File: config.mk
export PLATFORM = sky130hd
export DESIGN_NAME = self_purging_reintegrator_flat
export DESIGN_NICKNAME = d
export VERILOG_FILES = /design/src/rtl/sp_pkg.sv /design/src/rtl/self_purging_reintegrator_if.sv /design/src/rtl/sp_copy_ctrl.sv /design/src/rtl/self_purging_reintegrator.sv /design/src/flat_wrapper.sv
export SDC_FILE = /design/constraint.sdc
export NUM_CORES = 1
export LEC_CHECK = 0
export ABC_AREA = 1
export ABC_CLOCK_PERIOD_IN_PS = 4480
export BUFFER_PORTS_ARGS = -buffer_cell sky130_fd_sc_hd__buf_4
export CORE_AREA = 2 2 96 98
export DETAILED_ROUTE_END_ITERATION = 7
export DIE_AREA = 0 0 98 100
export PLACE_DENSITY = 0.7
export SLEW_MARGIN = 0
export SYNTH_ARGS = -nofsm -noshare
export SYNTH_HDL_FRONTEND = slang
export SYNTH_SLANG_ARGS = --single-unit
export TNS_END_PERCENT = 100
File: constraint.sdc
create_clock -name clk -period 4.48 [get_ports clk]
set_input_delay 0.672 -clock clk [delete_from_list [all_inputs] [get_ports clk]]
set_output_delay 0.672 -clock clk [all_outputs]
set_load 0.005 [all_outputs]
File: src/rtl/sp_pkg.sv
// Shared types, default parameters and helpers for the self-purging reintegrator.
// Imported by the top level and by the per-copy controller.
package sp_pkg;

  typedef enum logic [1:0] {
    StActive  = 2'b00,
    StPurged  = 2'b01,
    StRetired = 2'b10
  } copy_state_e;

  // Upper bound on copy count accepted by popcount().
  localparam int unsigned MaxCopies = 32;

  localparam int unsigned DefN         = 6;
  localparam int unsigned DefAgreeCyc  = 8;
  localparam int unsigned DefMaxRetry  = 3;
  localparam int unsigned DefMinActive = 3;

  // Counter width for values 0..n-1, never narrower than one bit.
  function automatic int unsigned cnt_width(input int unsigned n);
    return (n <= 1) ? 1 : $clog2(n);
  endfunction

  localparam int unsigned DefNActiveW = cnt_width(DefN + 1);
  localparam int unsigned DefAgreeW   = cnt_width(DefAgreeCyc);
  localparam int unsigned DefRetryW   = cnt_width(DefMaxRetry + 1);

  function automatic int unsigned popcount(input logic [MaxCopies-1:0] v);
    int unsigned c;
    c = 0;
    for (int i = 0; i < MaxCopies; i++) begin
      if (v[i]) c++;
    end
    return c;
  endfunction

endpackage

File: src/rtl/self_purging_reintegrator_if.sv
// Bundle of the redundant-copy inputs and voted/status outputs.
// master drives copy outputs and controls; slave is the reintegrator.
interface self_purging_reintegrator_if #(
  parameter int unsigned N = 6
) ();
  localparam int unsigned NW = (N + 1 <= 1) ? 1 : $clog2(N + 1);

  logic          enable;
  logic          clear_retired;
  logic [N-1:0]  mod_sum;
  logic [N-1:0]  mod_cout;
  logic          sum;
  logic          cout;
  logic [N-1:0]  active;
  logic [N-1:0]  retired;
  logic [NW-1:0] n_active;
  logic          fail;

  modport master (
    output enable, clear_retired, mod_sum, mod_cout,
    input  sum, cout, active, retired, n_active, fail
  );

  modport slave (
    input  enable, clear_retired, mod_sum, mod_cout,
    output sum, cout, active, retired, n_active, fail
  );
endinterface

File: src/rtl/sp_copy_ctrl.sv
// Per-copy purge/reinstate/retire state machine with its agree-run and
// purge-count counters.
module sp_copy_ctrl
  import sp_pkg::*;
#(
  parameter int unsigned AGREE_CYC = 8,
  parameter int unsigned MAX_RETRY = 3
) (
  input  logic clk,
  input  logic rst_n,
  input  logic enable,
  input  logic clear,
  input  logic disagree,
  output logic active,
  output logic retired
);
  localparam int unsigned AW = cnt_width(AGREE_CYC);
  localparam int unsigned RW = cnt_width(MAX_RETRY + 1);

  localparam logic [AW-1:0] AgreeLast = AW'(AGREE_CYC - 1);
  localparam logic [RW-1:0] RetryLast = RW'(MAX_RETRY - 1);

  copy_state_e   state_q, state_d;
  logic [AW-1:0] agree_q, agree_d;
  logic [RW-1:0] retry_q, retry_d;

  always_ff @(posedge clk or negedge rst_n) begin
    if (!rst_n) begin
      state_q <= StActive;
      agree_q <= '0;
      retry_q <= '0;
    end else begin
      state_q <= state_d;
      agree_q <= agree_d;
      retry_q <= retry_d;
    end
  end

  always_comb begin
    state_d = state_q;
    agree_d = agree_q;
    retry_d = retry_q;
    // Release of a retired copy wins even when enable is low.
    if (clear && (state_q == StRetired)) begin
      state_d = StPurged;
      agree_d = '0;
      retry_d = '0;
    end else if (enable) begin
      case (state_q)
        StActive: begin
          if (disagree) begin
            if (retry_q == RetryLast) begin
              if (clear) begin
                state_d = StPurged;
                agree_d = '0;
                retry_d = '0;
              end else begin
                state_d = StRetired;
              end
            end else begin
              state_d = StPurged;
              agree_d = '0;
              retry_d = retry_q + RW'(1);
            end
          end
        end
        StPurged: begin
          if (disagree) begin
            agree_d = '0;
          end else if (agree_q == AgreeLast) begin
            state_d = StActive;
            agree_d = '0;
          end else begin
            agree_d = agree_q + AW'(1);
          end
        end
        default: ;
      endcase
    end
  end

  always_comb begin
    active  = (state_q == StActive);
    retired = (state_q == StRetired);
  end

endmodule

File: src/rtl/self_purging_reintegrator.sv
// Majority voter over the active redundant copies, with per-copy purge,
// reinstatement after a clean agreement run, and retirement of repeat offenders.
module self_purging_reintegrator
  import sp_pkg::*;
#(
  parameter int unsigned N          = DefN,
  parameter int unsigned AGREE_CYC  = DefAgreeCyc,
  parameter int unsigned MAX_RETRY  = DefMaxRetry,
  parameter int unsigned MIN_ACTIVE = DefMinActive
) (
  input logic                      clk,
  input logic                      rst_n,
  self_purging_reintegrator_if.slave bus
);
  localparam int unsigned NW = cnt_width(N + 1);

  logic [N-1:0]  active;
  logic [N-1:0]  retired;
  logic [N-1:0]  disagree;
  logic [NW-1:0] n_active;
  int unsigned   sum_cnt, cout_cnt;
  logic          v_sum, v_cout;
  logic          sum_q, cout_q;

  // n_active and fail decode only the registered copy states, so they change
  // exclusively at the clock edge like the state they summarise.
  always_comb begin
    n_active = NW'(popcount(MaxCopies'(active)));
    sum_cnt  = popcount(MaxCopies'(bus.mod_sum & active));
    cout_cnt = popcount(MaxCopies'(bus.mod_cout & active));
    // Strict majority: ties and an empty active set both vote 0.
    v_sum    = (2 * sum_cnt) > 32'(n_active);
    v_cout   = (2 * cout_cnt) > 32'(n_active);
  end

  for (genvar i = 0; i < N; i++) begin : g_copy
    assign disagree[i] = (bus.mod_sum[i] != v_sum) || (bus.mod_cout[i] != v_cout);

    sp_copy_ctrl #(
      .AGREE_CYC (AGREE_CYC),
      .MAX_RETRY (MAX_RETRY)
    ) u_ctrl (
      .clk      (clk),
      .rst_n    (rst_n),
      .enable   (bus.enable),
      .clear    (bus.clear_retired),
      .disagree (disagree[i]),
      .active   (active[i]),
      .retired  (retired[i])
    );
  end

  always_ff @(posedge clk or negedge rst_n) begin
    if (!rst_n) begin
      sum_q  <= 1'b0;
      cout_q <= 1'b0;
    end else begin
      sum_q  <= v_sum;
      cout_q <= v_cout;
    end
  end

  always_comb begin
    bus.sum      = sum_q;
    bus.cout     = cout_q;
    bus.active   = active;
    bus.retired  = retired;
    bus.n_active = n_active;
    bus.fail     = (32'(n_active) < MIN_ACTIVE);
  end

endmodule

File: src/flat_wrapper.sv
// flat-port wrapper written by rule: the top's interface ports become plain ports
module self_purging_reintegrator_flat import sp_pkg::*;
#(
  parameter int unsigned N          = DefN,
  parameter int unsigned AGREE_CYC  = DefAgreeCyc,
  parameter int unsigned MAX_RETRY  = DefMaxRetry,
  parameter int unsigned MIN_ACTIVE = DefMinActive
)
  (clk, rst_n, bus_enable, bus_clear_retired, bus_mod_sum, bus_mod_cout, bus_sum, bus_cout, bus_active, bus_retired, bus_n_active, bus_fail);
  self_purging_reintegrator_if #(.N(N)) bus_i ();
  input logic clk;
  input logic rst_n;
  input wire logic [$bits(bus_i.enable)-1:0] bus_enable;
  input wire logic [$bits(bus_i.clear_retired)-1:0] bus_clear_retired;
  input wire logic [$bits(bus_i.mod_sum)-1:0] bus_mod_sum;
  input wire logic [$bits(bus_i.mod_cout)-1:0] bus_mod_cout;
  output wire logic [$bits(bus_i.sum)-1:0] bus_sum;
  output wire logic [$bits(bus_i.cout)-1:0] bus_cout;
  output wire logic [$bits(bus_i.active)-1:0] bus_active;
  output wire logic [$bits(bus_i.retired)-1:0] bus_retired;
  output wire logic [$bits(bus_i.n_active)-1:0] bus_n_active;
  output wire logic [$bits(bus_i.fail)-1:0] bus_fail;
  assign bus_i.enable = bus_enable;
  assign bus_i.clear_retired = bus_clear_retired;
  assign bus_i.mod_sum = bus_mod_sum;
  assign bus_i.mod_cout = bus_mod_cout;
  assign bus_sum = bus_i.sum;
  assign bus_cout = bus_i.cout;
  assign bus_active = bus_i.active;
  assign bus_retired = bus_i.retired;
  assign bus_n_active = bus_i.n_active;
  assign bus_fail = bus_i.fail;
  self_purging_reintegrator #(.N(N), .AGREE_CYC(AGREE_CYC), .MAX_RETRY(MAX_RETRY), .MIN_ACTIVE(MIN_ACTIVE)) u_core (.clk(clk), .rst_n(rst_n), .bus(bus_i));
endmodule
; Word-level counts from Yosys, hierarchy flattened
; Cells that the tools add are included.
[op_classes]
eq_ne = 66
bitwise_logic = 2
n_lt_le_gt_ge = 3
reduce_logical = 60
add_sub_neg = 79
muxes = 187
[ops]
columns = op, n
row1 = two-way mux 31 bit, 60
row2 = adder 31 x 1 -> 31 bit (second input constant), 58
row3 = two-way mux 2 bit, 71
row4 = two-way mux 3 bit, 41
row5 = > comparator 32 x 3 -> 1 bit, 2
row6 = != test 3 bit (second input constant), 18
row7 = AND reduction 4 bit, 12
row8 = one-hot mux 3 bit (2 select lines), 6
row9 = nonzero test 2 bit, 18
row10 = AND reduction 5 bit, 6
row11 = adder 3 x 1 -> 3 bit (second input constant), 9
row12 = equality test 2 bit (second input constant), 12
row13 = != test 4 bit (second input constant), 6
row14 = one-hot mux 2 bit (2 select lines), 6
row15 = equality test 3 bit (second input constant), 6
row16 = != test 3 x 2 -> 1 bit (second input constant), 6
row17 = nonzero test 3 bit, 6
row18 = adder 2 x 1 -> 2 bit (second input constant), 6
row19 = bitwise AND 6 bit, 2
row20 = equality test 2 x 1 -> 1 bit (second input constant), 6
row21 = logical NOT 2 bit, 6
row22 = != test 1 bit, 12
row23 = adder 2 x 1 -> 3 bit (second input constant), 3
row24 = adder 1 x 1 -> 2 bit (second input constant), 3
row25 = other kinds (4), 16
[word_totals]
ff_bits = 44
output_inout_bits = 18
in_bits = 16
word_cells = 417

; Depth between registers and ports, before layout
[depth]
depth_word = 72
mapped_depth = 31
mapped_depth_nobuf = 31

; By module
; From an unflattened synthesis, not the netlist that was laid out.
[hier_totals]
hier_cells = 607
hier_area_um2 = 4013.8
[modules_own_cells]
columns = module, cells_each, seq_area_each_um2, area_per_inst_um2, instances
row1 = sp_copy_ctrl at u_core.g_copy[1].u_ctrl ..., 59, 175.2, 439.2, 4
row2 = self_purging_reintegrator, 250, 50.0, 1366.3, 1
row3 = sp_copy_ctrl at u_core.g_copy[5].u_ctrl, 61, 175.2, 456.7, 1
row4 = sp_copy_ctrl at u_core.g_copy[0].u_ctrl, 60, 175.2, 434.2, 1

; Worst setup path before layout
; No wires, ideal clock.
[synth_timing]
kind = register to register
startpoint = register u_core.g_copy[0].u_ctrl.state_q[1]
endpoint = register u_core.g_copy[2].u_ctrl.state_q[0]
period_less_slack_ns = 4.343
path_stages_with_launch = 28
path_buffers = 0
t_arrival_ns = 4.220
slack_ns = 0.137
setup_time_ns = 0.123
required_time_ns = 4.357
cell_sequence = dfrtp_1 -> nor2_1 -> ha_1 -> inv_1 -> o21ai_1 -> nand2_1 -> inv_1 -> ha_1 -> nand2_1 -> nand2_1 -> ha_1 -> nor2_1 -> a31oi_1 -> ha_1 -> nand2_1 -> xor2_1 -> xor2_1 -> inv_1 -> ha_1 -> a21o_2 -> a21oi_4 -> nand3_1 -> nand2_2 -> nor2_4 -> a21oi_2 -> nand2_1 -> nand2_1 -> nand2_1
[synth_via]
word_cells_on_any_way = 148
classes_between = add/sub (67) / order compare (2) / eq/ne (4) / mux (70) / bitwise (2) / reduce/logical (3)
[synth_lines]
columns = element, line_no
row1 = start: declaration, sp_copy_ctrl.sv:23  ; copy_state_e state_q, state_d;
row2 = start signal: assignment, sp_copy_ctrl.sv:29  ; state_q <= StActive;
row3 = start signal: assignment, sp_copy_ctrl.sv:33  ; state_q <= state_d;
row4 = logical NOT 2 bit (*), sp_copy_ctrl.sv:83  ; active = (state_q == StActive);
row5 = via u_core.g_copy[0].u_ctrl.active, sp_copy_ctrl.sv:14  ; output logic active,
row6 = two-way mux 1 bit (*), sp_pkg.sv:32  ; if (v[i]) c++;
row7 = adder 1 x 1 -> 2 bit, sp_pkg.sv:32
row8 = two-way mux 2 bit (*), sp_pkg.sv:32
row9 = adder 2 x 1 -> 3 bit, sp_pkg.sv:32
row10 = two-way mux 3 bit (*), sp_pkg.sv:32
row11 = adder 3 x 1 -> 3 bit, sp_pkg.sv:32
row12 = [... 3 more ...], -
row13 = adder 3 x 1 -> 3 bit, sp_pkg.sv:32
row14 = two-way mux 3 bit (*), sp_pkg.sv:32
row15 = via bus_n_active[2], flat_wrapper.sv:21  ; output wire logic [$bits(bus_i.n_active)-1:0] bus_n_active;
row16 = "> comparator 32 x 3 -> 1 bit, on equally long branches", "self_purging_reintegrator.sv:32, self_purging_reintegrator.sv:33"
row17 = != test 1 bit, self_purging_reintegrator.sv:37  ; assign disagree[i] = (bus.mod_sum[i] != v_sum) || (bus.mod_cout[i] != v_cout);
row18 = logical OR 1 bit (*), self_purging_reintegrator.sv:37
row19 = != test 3 bit (no line) or != test 3 x 2 -> 1 bit (tied branches), -
row20 = AND reduction 5 bit (no line) (*), -
row21 = end signal: assignment, sp_copy_ctrl.sv:29
row22 = end signal: assignment, sp_copy_ctrl.sv:33
row23 = end: declaration, sp_copy_ctrl.sv:23
; The timed path passes the listed nets; every way through them passes the cells marked *.
; A chain may end at the register's enable or synchronous reset.

; Worst setup path in the final report
[layout_timing]
startpoint = register u_core.g_copy[0].u_ctrl.state_q[1]
endpoint = register u_core.g_copy[0].u_ctrl.agree_q[0]
[layout_via]
elab_chain_cells = 72
word_cells_on_any_way = 157
classes_between = add/sub (67) / order compare (2) / eq/ne (6) / mux (74) / bitwise (2) / reduce/logical (6)
[layout_rtl]
columns = element, line_no
row1 = logical NOT 2 bit, "sp_copy_ctrl.sv:49, sp_copy_ctrl.sv:83"
row2 = "bitwise AND 6 bit, on equally long branches", "self_purging_reintegrator.sv:29, self_purging_reintegrator.sv:30"
row3 = two-way mux 1 bit, sp_pkg.sv:32
row4 = adder 1 x 1 -> 2 bit, sp_pkg.sv:32
row5 = two-way mux 2 bit, sp_pkg.sv:32
row6 = adder 2 x 1 -> 3 bit, sp_pkg.sv:32
row7 = two-way mux 31 bit, sp_pkg.sv:32
row8 = adder 31 x 1 -> 31 bit, sp_pkg.sv:32
row9 = [... 56 more ...], -
row10 = two-way mux 31 bit, sp_pkg.sv:32
row11 = "> comparator 32 x 3 -> 1 bit, on equally long branches", "self_purging_reintegrator.sv:32, self_purging_reintegrator.sv:33"
row12 = != test 1 bit, self_purging_reintegrator.sv:37
row13 = logical OR 1 bit, self_purging_reintegrator.sv:37
row14 = two-way mux 3 bit, sp_copy_ctrl.sv:68  ; if (disagree) begin
row15 = one-hot mux 3 bit (2 select lines), sp_copy_ctrl.sv:49  ; case (state_q)
row16 = two-way mux 3 bit, sp_copy_ctrl.sv:48  ; end else if (enable) begin
row17 = two-way mux 3 bit, sp_copy_ctrl.sv:44  ; if (clear && (state_q == StRetired)) begin
row18 = end signal: assignment, sp_copy_ctrl.sv:34  ; agree_q <= agree_d;
row19 = end: declaration, sp_copy_ctrl.sv:24  ; logic [AW-1:0] agree_q, agree_d;
; Parallel ways exist; a longest one is shown, timed or not. The select of a mux whose other input is x is not followed.

==> results.tsv <==
metric	value	unit
gpl congestion	0.956	
RSZ-0062 raised after global routing	yes	
Reg clk slew, reported paths	100	ps
Fillers	790	
top layer in use	met4	
CTS tree	yes	
clk_lat worst skew	310	ps
H-tree depth	2	
GRT Util Overall	21.2	%
GR Overflow Total	0	
Die Y	100	um
final antenna-violating net count	0	
layout cell share with drive strength beyond 1	29.8	%
row count	35	
fmax	221	MHz
Worst Path Max Fanout	7	
number of synthesized flops with an enable pin	0	
final setup skew	10.5	ps
DRC	0	
Crit path max-delay family	adder cells	
Hold Buf Count CTS	0	
Top FF cell, synth	dfrtp_1	
WS Path Type	register to register	
Total Die Area	9800	um2
Reg2Reg Depth	30	
status	complete, but fails checks	
Crit path arrival time	4720	ps
n_diodes	0	
final hold violation count	0	
Synth Instances	632	
vias	4249	
Boundary Pins	34	
Netlist cell types	39	
WL/cell	13.2	um
initial antenna violation count	0	
YS warnings	0	
vias in the first global route	4015	
syn nets	679	
drt via density	5.23	
Die X	98	um
first-pass detailed-route iteration total	5	
Clock Tree Root	clkbuf_8	
Tcrit/Tclk final	101	%
Max clock buf depth	2	
Seq cells post-synth	44	
Slowest cell on crit path	dfrtp_1	
DP Wirelength	7.87	mm
first-pass GRT wire length	17.5	mm
register area share after synthesis	25.7	%
largest net degree at the start of global routing	45	
async set-reset flop share out of synthesis	100	%
wire length on met3	434	um
Final setup viols	18	
setup_tns	-363	ps
CP Launch Type	register	
DR iter-0 viols	188	
met2 wire len	5.39	mm
initial core utilization	48.2	%
worst hold path class	input pin to asynchronous set/reset pin	
Max-Cap Viols	0	
area growth from synthesis to layout	24.6	%
most frequent cell on the critical path	nand2_2	
final setup margin	-41.0	ps
failing checks	negative setup slack	
Slew HR	61.2	%
CP Capture Type	register	
mapped cell area	4290	um2
Levels on crit path	30	
WL final	10.7	mm
crit path time final	4520	ps
core area	8890	um2
routed length on met1	4.73	mm
CP max stage delay	410	ps
crit path buf inv count	5	
total CTS buffers	5	
syn_area_per_cell	6.78	um2
Slew Viols, Final	0	
Buffers on Ports	33	
worst slew pin tran	581	ps
required time of the critical path	4680	ps
clk sinks	44	
Post-layout nets	748	
==> cell families (layout without fill, tap and decap cells) <==
logic type,count (synthesis),count (layout),synth area share (%)
simple gates,367,368,42.5
fa+ha+maj,31,31,9.05
compound gates,78,78,10.6
xor+xnor,5,5,1.02
buf+inv,107,176,11.2
flops,44,44,25.7
==> path summary, 6_finish.rpt <==
path	from	to	slack [ps]
worst max-delay path	u_core.g_copy[0].u_ctrl.state_q[1]	u_core.g_copy[0].u_ctrl.agree_q[0]	-40
worst min-delay path	rst_n	u_core.g_copy[2].u_ctrl.state_q[0]	350
worst max register to register	u_core.g_copy[0].u_ctrl.state_q[1]	u_core.g_copy[0].u_ctrl.agree_q[0]	-40
worst min register to register	u_core.g_copy[2].u_ctrl.agree_q[1]	u_core.g_copy[2].u_ctrl.agree_q[1]	500
max in group asynchronous	rst_n	u_core.g_copy[4].u_ctrl.agree_q[1]	3720
min in group clk	u_core.g_copy[2].u_ctrl.agree_q[1]	u_core.g_copy[2].u_ctrl.agree_q[1]	500
==> routing by layer <==
layer  GRT usage (%)  vias up
li1                -     2189
met1            26.4     1965
met2            38.8       83
met3            2.86       12
met4            5.13        0
met5               0        -
==> synthesized netlist by cell type, types with 12 or more instances <==
master   count  area share [%]
ha_1        31             9.0
a21oi_1     15             1.8
nand2_1    172              15
buf_4       12             2.1
nand4_1     17             2.5
nand2_2     22             3.2
nand3_1     63             7.4
dfrtp_1     44              26
o21ai_1     31             3.6
inv_1       82             7.2
nor2_1      50             4.4
o21ai_0     14             1.6
==> registers in the layout, indices dropped and copies added, names as in the netlist <==
register and count:
u_core.g_copy.u_ctrl.agree_q 18, u_core.g_copy.u_ctrl.retry_q 12, u_core.g_copy.u_ctrl.state_q 12, u_core.bus.cout 1, u_core.bus.sum 1
==> timing repair <==
action | 4_1_cts | 5_1_grt
gates cloned | 0 | 2
pin swaps | 12 | 49
gates resized for setup | 17 | 59
setup endpoints to repair | 42 | 42
buffers inserted | 8 | 9
==> per-stage QoR <==
| step | utilization (%) | hold slack (ps) | std cells | setup WS, ps | area [um2] |
|---|---|---|---|---|---|
| floorplan | - | 376 | 632 | 137 | 4290 |
| global placement | 53.4 | 478 | 786 | -124 | 4740 |
| detailed placement | 53.4 | 484 | 786 | -238 | 4740 |
| CTS | 56.4 | 398 | 802 | 6.44 | 5010 |
| global route | 60.1 | 404 | 813 | -358 | 5340 |
| finish | 60.1 | 351 | 813 | -41.0 | 5340 |
==> cell usage in the layout (no fill, tap or decap), types with 6 or more instances in the layout <==
master,netlist,final
ha_1,31,25
nor2_4,10,11
nand3_2,9,12
a21oi_2,6,13
nand4_1,17,17
o21ai_1,31,30
o21ai_0,14,12
a21oi_1,15,8
nor2_1,50,46
inv_1,82,76
inv_2,4,9
nor3_1,7,7
dfrtp_1,44,44
nand2_1,172,155
buf_4,12,76
o21bai_4,0,6
nand2_2,22,34
nand3_1,63,58
==> cell type report <==
cell class	instances	area, um2	share of cell area, %
multi-input combinational	482	3040	56.9
timing repair buffer	80	612	11.5
inverter	88	335	6.28
clock buffer	5	68.8	1.29
tap	111	139	2.60
sequential	44	1100	20.6
clock inverter	3	46.3	0.867
Power is left out: the tool's default activity adds up to more than one toggle a clock period on the data nets, which glitch-free logic cannot reach.
